[config.mk]
export PLATFORM = sky130hd
export DESIGN_NAME = control_sequencer
export DESIGN_NICKNAME = d
export VERILOG_FILES = /design/src/rtl/cpu_defs_pkg.sv /design/src/rtl/alu_op_map.sv /design/src/rtl/control_sequencer.sv
export SDC_FILE = /design/constraint.sdc
export NUM_CORES = 1
export LEC_CHECK = 0
export ABC_AREA = 1
export CAP_MARGIN = 40
export CORE_AREA = 10 10 64 66
export DETAILED_ROUTE_END_ITERATION = 16
export DIE_AREA = 0 0 74 76
export PLACE_DENSITY = 0.93
export SLEW_MARGIN = 10
export SYNTH_ARGS = -nofsm -noshare
export SYNTH_HDL_FRONTEND = slang
export SYNTH_SLANG_ARGS = --single-unit
[constraint.sdc]
create_clock -name clk -period 2.7 [get_ports clk]
set_input_delay 0.54 -clock clk [delete_from_list [all_inputs] [get_ports clk]]
set_output_delay 0.54 -clock clk [all_outputs]
set_load 0.005 [all_outputs]
[src/rtl/cpu_defs_pkg.sv]
// Shared opcode, ALU code and sequencer state definitions for the control unit.
// Latency: n/a (constants, types and a pure helper function only).
// Backpressure: n/a.
package cpu_defs_pkg;

  localparam int OPC_BITS = 5;
  localparam int ALU_BITS = 5;

  // Opcode field IR[31:27]
  localparam logic [OPC_BITS-1:0] OP_LD   = 5'b00000;
  localparam logic [OPC_BITS-1:0] OP_LDI  = 5'b00001;
  localparam logic [OPC_BITS-1:0] OP_ST   = 5'b00010;
  localparam logic [OPC_BITS-1:0] OP_ADD  = 5'b00011;
  localparam logic [OPC_BITS-1:0] OP_SUB  = 5'b00100;
  localparam logic [OPC_BITS-1:0] OP_AND  = 5'b00101;
  localparam logic [OPC_BITS-1:0] OP_OR   = 5'b00110;
  localparam logic [OPC_BITS-1:0] OP_ADDI = 5'b01100;
  localparam logic [OPC_BITS-1:0] OP_IN   = 5'b10110;
  localparam logic [OPC_BITS-1:0] OP_OUT  = 5'b10111;
  localparam logic [OPC_BITS-1:0] OP_NOP  = 5'b11010;
  localparam logic [OPC_BITS-1:0] OP_HALT = 5'b11011;

  // ALU operation codes; 0 means the ALU is idle
  localparam logic [ALU_BITS-1:0] ALU_NONE = 5'b00000;
  localparam logic [ALU_BITS-1:0] ALU_ADD  = 5'b00001;
  localparam logic [ALU_BITS-1:0] ALU_SUB  = 5'b00010;
  localparam logic [ALU_BITS-1:0] ALU_AND  = 5'b00011;
  localparam logic [ALU_BITS-1:0] ALU_OR   = 5'b00100;

  // T0..T7 encode as 0..7 so the step index is the state value itself
  typedef enum logic [3:0] {
    ST_T0   = 4'd0,
    ST_T1   = 4'd1,
    ST_T2   = 4'd2,
    ST_T3   = 4'd3,
    ST_T4   = 4'd4,
    ST_T5   = 4'd5,
    ST_T6   = 4'd6,
    ST_T7   = 4'd7,
    ST_RST  = 4'd8,
    ST_HALT = 4'd9
  } state_t;

  function automatic logic is_legal_op(input logic [OPC_BITS-1:0] op);
    case (op)
      OP_LD, OP_LDI, OP_ST, OP_ADD, OP_SUB, OP_AND, OP_OR,
      OP_ADDI, OP_IN, OP_OUT, OP_NOP, OP_HALT: return 1'b1;
      default:                                 return 1'b0;
    endcase
  endfunction

endpackage

[src/rtl/alu_op_map.sv]
// Maps a latched opcode to the ALU operation it needs in its execute step.
// Latency: purely combinational, zero cycles.
// Backpressure: none.
module alu_op_map
  import cpu_defs_pkg::*;
(
  input  logic [OPC_BITS-1:0] opcode_i,
  output logic [ALU_BITS-1:0] alu_o
);

  // Address-forming ops (ld/ldi/st) and addi all add an immediate
  always_comb begin
    alu_o = ALU_NONE;
    case (opcode_i)
      OP_LD, OP_LDI, OP_ST, OP_ADD, OP_ADDI: alu_o = ALU_ADD;
      OP_SUB:                                alu_o = ALU_SUB;
      OP_AND:                                alu_o = ALU_AND;
      OP_OR:                                 alu_o = ALU_OR;
      default:                               alu_o = ALU_NONE;
    endcase
  end

endmodule

[src/rtl/control_sequencer.sv]
// Hardwired step sequencer driving the datapath: fetch T0-T2, then per-opcode execute.
// Latency: one control step per clock; outputs decode the current state within the cycle.
// Backpressure: none; free-running until halt, which is left only via reset.
module control_sequencer
  import cpu_defs_pkg::*;
#(
  parameter int OPC_W = OPC_BITS,
  parameter int ALU_W = ALU_BITS
) (
  input  logic             clk,
  input  logic             reset,
  input  logic [31:0]      IR_Data,
  output logic             PC_enable,
  output logic             PC_increment_enable,
  output logic             IR_enable,
  output logic             Y_enable,
  output logic             Z_enable,
  output logic             MAR_enable,
  output logic             MDR_enable,
  output logic             r_enable,
  output logic             con_enable,
  output logic             outport_enable,
  output logic             read,
  output logic             write,
  output logic             Gra,
  output logic             Grb,
  output logic             Grc,
  output logic             ba_select,
  output logic             PC_select,
  output logic             Z_LO_select,
  output logic             MDR_select,
  output logic             c_select,
  output logic             r_select,
  output logic             inport_select,
  output logic [ALU_W-1:0] alu_instruction,
  output logic             run,
  output logic             instr_done,
  output logic             illegal_op,
  output logic [3:0]       step
);

  state_t           state_q, state_d;
  logic [OPC_W-1:0] opc_q;
  logic [ALU_W-1:0] alu_map;

  // Only the opcode field is decoded here; the rest of IR belongs to the datapath
  logic unused_ir;
  assign unused_ir = ^IR_Data[31-OPC_W:0];

  alu_op_map u_alu_op_map (
    .opcode_i (opc_q),
    .alu_o    (alu_map)
  );

  logic is_mem_imm, is_alu3, is_mem;
  assign is_mem_imm = (opc_q == OP_LD) || (opc_q == OP_LDI) || (opc_q == OP_ST);
  assign is_alu3    = (opc_q == OP_ADD) || (opc_q == OP_SUB) ||
                      (opc_q == OP_AND) || (opc_q == OP_OR);
  assign is_mem     = (opc_q == OP_LD) || (opc_q == OP_ST);

  // Next-step selection; instruction length depends on the latched opcode
  always_comb begin
    state_d = state_q;
    case (state_q)
      ST_RST:  state_d = ST_T0;
      ST_T0:   state_d = ST_T1;
      ST_T1:   state_d = ST_T2;
      ST_T2:   state_d = ST_T3;
      ST_T3: begin
        if (opc_q == OP_HALT)                                          state_d = ST_HALT;
        else if (is_mem_imm || is_alu3 || (opc_q == OP_ADDI))          state_d = ST_T4;
        else                                                           state_d = ST_T0;
      end
      ST_T4:   state_d = ST_T5;
      ST_T5:   state_d = is_mem ? ST_T6 : ST_T0;
      ST_T6:   state_d = ST_T7;
      ST_T7:   state_d = ST_T0;
      ST_HALT: state_d = ST_HALT;
      default: state_d = ST_RST;
    endcase
  end

  // Step register; the opcode is captured on the same edge the IR loads
  always_ff @(posedge clk) begin
    if (reset) begin
      state_q <= ST_RST;
      opc_q   <= '0;
    end else begin
      state_q <= state_d;
      if (state_q == ST_T2) opc_q <= IR_Data[31 -: OPC_W];
    end
  end

  // Moore output decode of (step, opcode); everything defaults low
  always_comb begin
    PC_enable = 1'b0;  PC_increment_enable = 1'b0; IR_enable = 1'b0;
    Y_enable = 1'b0;   Z_enable = 1'b0;   MAR_enable = 1'b0;  MDR_enable = 1'b0;
    r_enable = 1'b0;   con_enable = 1'b0; outport_enable = 1'b0;
    read = 1'b0;       write = 1'b0;
    Gra = 1'b0;        Grb = 1'b0;        Grc = 1'b0;         ba_select = 1'b0;
    PC_select = 1'b0;  Z_LO_select = 1'b0; MDR_select = 1'b0;
    c_select = 1'b0;   r_select = 1'b0;   inport_select = 1'b0;
    alu_instruction = '0;
    instr_done = 1'b0; illegal_op = 1'b0;
    run  = (state_q != ST_RST) && (state_q != ST_HALT);
    step = run ? 4'(state_q) : 4'd0;
    case (state_q)
      ST_T0: begin PC_select = 1'b1; MAR_enable = 1'b1; end
      ST_T1: begin PC_increment_enable = 1'b1; read = 1'b1; MDR_enable = 1'b1; end
      ST_T2: begin MDR_select = 1'b1; IR_enable = 1'b1; end
      ST_T3: begin
        if (is_mem_imm) begin
          Grb = 1'b1; ba_select = 1'b1; Y_enable = 1'b1;
        end else if (is_alu3 || (opc_q == OP_ADDI)) begin
          Grb = 1'b1; r_select = 1'b1; Y_enable = 1'b1;
        end else if (opc_q == OP_IN) begin
          inport_select = 1'b1; Gra = 1'b1; r_enable = 1'b1; instr_done = 1'b1;
        end else if (opc_q == OP_OUT) begin
          Gra = 1'b1; r_select = 1'b1; outport_enable = 1'b1; instr_done = 1'b1;
        end else if (opc_q == OP_NOP) begin
          instr_done = 1'b1;
        end else if (!is_legal_op(opc_q)) begin
          illegal_op = 1'b1; instr_done = 1'b1;
        end
      end
      ST_T4: begin
        Z_enable        = 1'b1;
        alu_instruction = alu_map;
        if (is_alu3) begin Grc = 1'b1; r_select = 1'b1; end
        else         c_select = 1'b1;
      end
      ST_T5: begin
        Z_LO_select = 1'b1;
        if (is_mem) MAR_enable = 1'b1;
        else begin Gra = 1'b1; r_enable = 1'b1; instr_done = 1'b1; end
      end
      ST_T6: begin
        MDR_enable = 1'b1;
        if (opc_q == OP_LD) read = 1'b1;
        else begin Gra = 1'b1; r_select = 1'b1; end
      end
      ST_T7: begin
        instr_done = 1'b1;
        if (opc_q == OP_LD) begin MDR_select = 1'b1; Gra = 1'b1; r_enable = 1'b1; end
        else write = 1'b1;
      end
      default: ;
    endcase
  end

endmodule

==> flow_summary_export.csv <==
group,metric,value,unit
drt,first_iter_violations,76,
pwr,p_leak,0.6815,nW
pwr,p_per_area,303.3,mW/mm^2
timing,rsz0062_at_grt,"false",
drt,routed_wl,2.859,mm
cts,cts_buffer_depth,2,
run_status,outcome,"finished, final reports clean",
critical_path,path_max_fanout,5,
critical_path,path_class,"reg -> out",
global_routing,grt.total_usage,0.1045,
pwr,swShare,0.3116,
global_routing,grt_pass1_vias,1117,
floorplanning,num_rows,20,
drt,drc,0,
pwr,p_comb_frac,0.236,
critical_path,arrival,1.98,ns
synthesis,synth_area_leaders,"dfxtp_1, nand2_1, inv_1, nor2_1, nand3_1",
synthesis,yosysSeqAreaShare,0.2453,
timing,tns,0,ns
synthesis,syn-cell-area,0.001061,sq mm
floorplanning,floorplan.initialDensity,0.3624,
critical_path,slowest_stage,"clkdlybuf4s50_1",
cells_and_area,syn2layout_area_growth,36.67,%
critical_path,crit_path_max_incr_delay,0.53,ns
min_path,min_path_type,"reg -> reg",
floorplanning,die_h,76,um
critical_path,worstPathRequired,2.16,ns
critical_path,cp_num_buf_inv,1,
cells_and_area,drive_gt1_frac,0.1535,
place,hpwl,2.396,mm
cts,htreeDepth,1,
critical_path,crit_path_end_kind,"output port",
global_routing,antenna_found_initial,0,
critical_path,crit_family,"buffers and inverters",
drt,ant_nets,0,
cts,cts_tree,"done",
drt,viasPerCell,4.843,
synthesis,ys_ff_latch,13,
cells_and_area,diodes,0,
timing,drv_slew,0,
place,gp_congestion,0.9011,
pwr,p_sw,0.1371,mW
job,cap_violations,0,
pwr,peakVddDrop,0.1598,mV
critical_path,path_cells,"nor2_1 > nand3_1 > o21a_1 > o211ai_1 > clkdlybuf4s50_1",
pwr,p_seq_frac,0.484,
floorplanning,io_pins,68,
drt,num_vias,1138,
synthesis,synth_top_area_share,0.2453,
floorplanning,die_w,74,um
global_routing,grt_max_degree,10,
timing,finClkSkew,0.004801,ns
critical_path,cp-start-kind,"flip-flop",
drt,wl_per_cell,12.17,um
drt,firstDrtPassIters,4,
cts,numCtsBuffers,3,
synthesis,yosysWarnings,0,
floorplanning,core_area,0.002928,sq mm
timing,fin_crit_sh,0.9338,
cts,insertion_delay,0.28,ns
global_routing,grt.overflow.total,0,
cells_and_area,ff_latch_area,266.5,sq um
cells_and_area,nNetsFinal,237,
synthesis,synth.distinct_cells,29,
timing,setup_viol,0,
pwr,p_int,0.3028,mW
timing,hold_viol,0,
synthesis,yosys.area.top_type,"dfxtp_1",
floorplanning,die_area,0.005624,sq mm
cts,clockRootBuffer,"clkbuf_4",
pwr,p_total,0.4399,mW
cts,cts_num_sinks,13,
pwr,p_clk_frac,0.280,
cells_and_area,multi_input_area,630.6,sq um
timing,fin_crit,2.521,ns
place,port_buffers,36,
timing,max_freq,396.6,MHz
cts,path_clk_slew,0.08,ns
synthesis,syn_inst,167,
cells_and_area,num-fill-cells,298,
synthesis,synth_area_per_cell,6.353,sq um
global_routing,grt_pass1_wl,4.857,mm
## final cells by class
class                           instances  share of cell area
Clock buffer                            3             0.01553
Clock inverter                          1            0.003451
Inverter                               31             0.08024
Multi-Input combinational cell        117              0.4349
Sequential cell                        13              0.1838
Tap cell                               33             0.02847
Timing Repair Buffer                   37              0.2537
## synth_stat cells
cell type / n
nand3b_1: 3
nor2_1: 25
o31ai_1: 1
buf_6: 2
nor3_2: 1
clkbuf_1: 1
inv_1: 28
o211ai_1: 1
conb_1: 1
a32oi_1: 1
a21oi_1: 4
nand3_2: 3
a21oi_2: 1
o21a_1: 1
nor2_2: 3
o211ai_2: 1
inv_2: 3
nand2_4: 2
dfxtp_1: 13
dlygate4sd1_1: 1
o21ai_0: 3
nor2_4: 5
nor3_4: 1
nand3_1: 13
o22ai_1: 2
nand2_1: 35
buf_4: 5
nor3_1: 2
nand4_1: 5
## kinds of logic (layout without fill, tap and decap cells)
group	after synthesis	count (layout)	synth area share
AO/OA/AOI/OAI	15	15	0.09434
buffers and inverters	40	72	0.1781
flip-flops	13	13	0.2453
other	1	4	0.003534
AND/OR/NAND/NOR	98	98	0.4788
## placed cells by master, fill, tap and decap left out, drive strengths merged
master	instances
nand2	37
clkdlybuf4s50	36
nor2	33
inv	31
nand3	16
dfxtp	13
nand4	5
a21oi	5
conb	4
nor3	4
nand3b	3
o21ai	3
clkbuf	3
o22ai	2
o211ai	2
o21a	1
o31ai	1
a32oi	1
clkinv	1
buf	1
## worst min-delay path: stages (launching register included)
cell and delay (ns):
dfxtp_2 0.36, a21oi_2 0.15, nor2_4 0.07
## worst paths after layout
kind                             endpoint  slack, ns  startpoint  depth (start not counted)
worst max-delay path                  Gra       0.18    opc_q[2]                          5
worst min register to register   opc_q[1]       0.62    opc_q[1]                          2
worst max register to register  flip-flop       1.18  state_q[3]                         10
worst min-delay path             opc_q[1]       0.62    opc_q[1]                          2
## per-layer routing
metal / global-route usage / part of all wire / up-vias
met5: 0 / 0 / -
met4: 0.05410 / 0.023 / 0
met3: 0.02344 / 0.098 / 4
met2: 0.1886 / 0.51 / 44
met1: 0.1053 / 0.37 / 494
li1: - / - / 596
## through the flow
stage               std cells  hold slack, ns  utilization  cell area (sq um)  setup slack, ns
floorplan                 170          0.5823            -               1072           0.9712
global placement          230          0.6213       0.4786               1401           0.3627
detailed placement        230          0.6331       0.4786               1401           0.3263
CTS                       234          0.6533       0.4880               1429          0.01059
global route              235          0.6454       0.4953               1450          0.02698
finish                    235          0.6204       0.4953               1450           0.1787
## power by group through the flow
stage / Clock [mW] / Sequential, mW / Combinational (mW)
6_report: 0.123 / 0.213 / 0.104
5_1_grt: 0.132 / 0.214 / 0.116
4_1_cts: 0.124 / 0.211 / 0.102
3_5_place_dp: 0 / 0.216 / 0.102
3_3_place_gp: 0 / 0.215 / 0.0987
2_1_floorplan: 0 / 0.210 / 0.0708
## repair_timing
item	in CTS	in global routing
hold buffers	0	0
endpoints found under the setup margin	0	8
setup buffers	0	1
resized for setup	0	7
(Power assumes the default switching activity.)
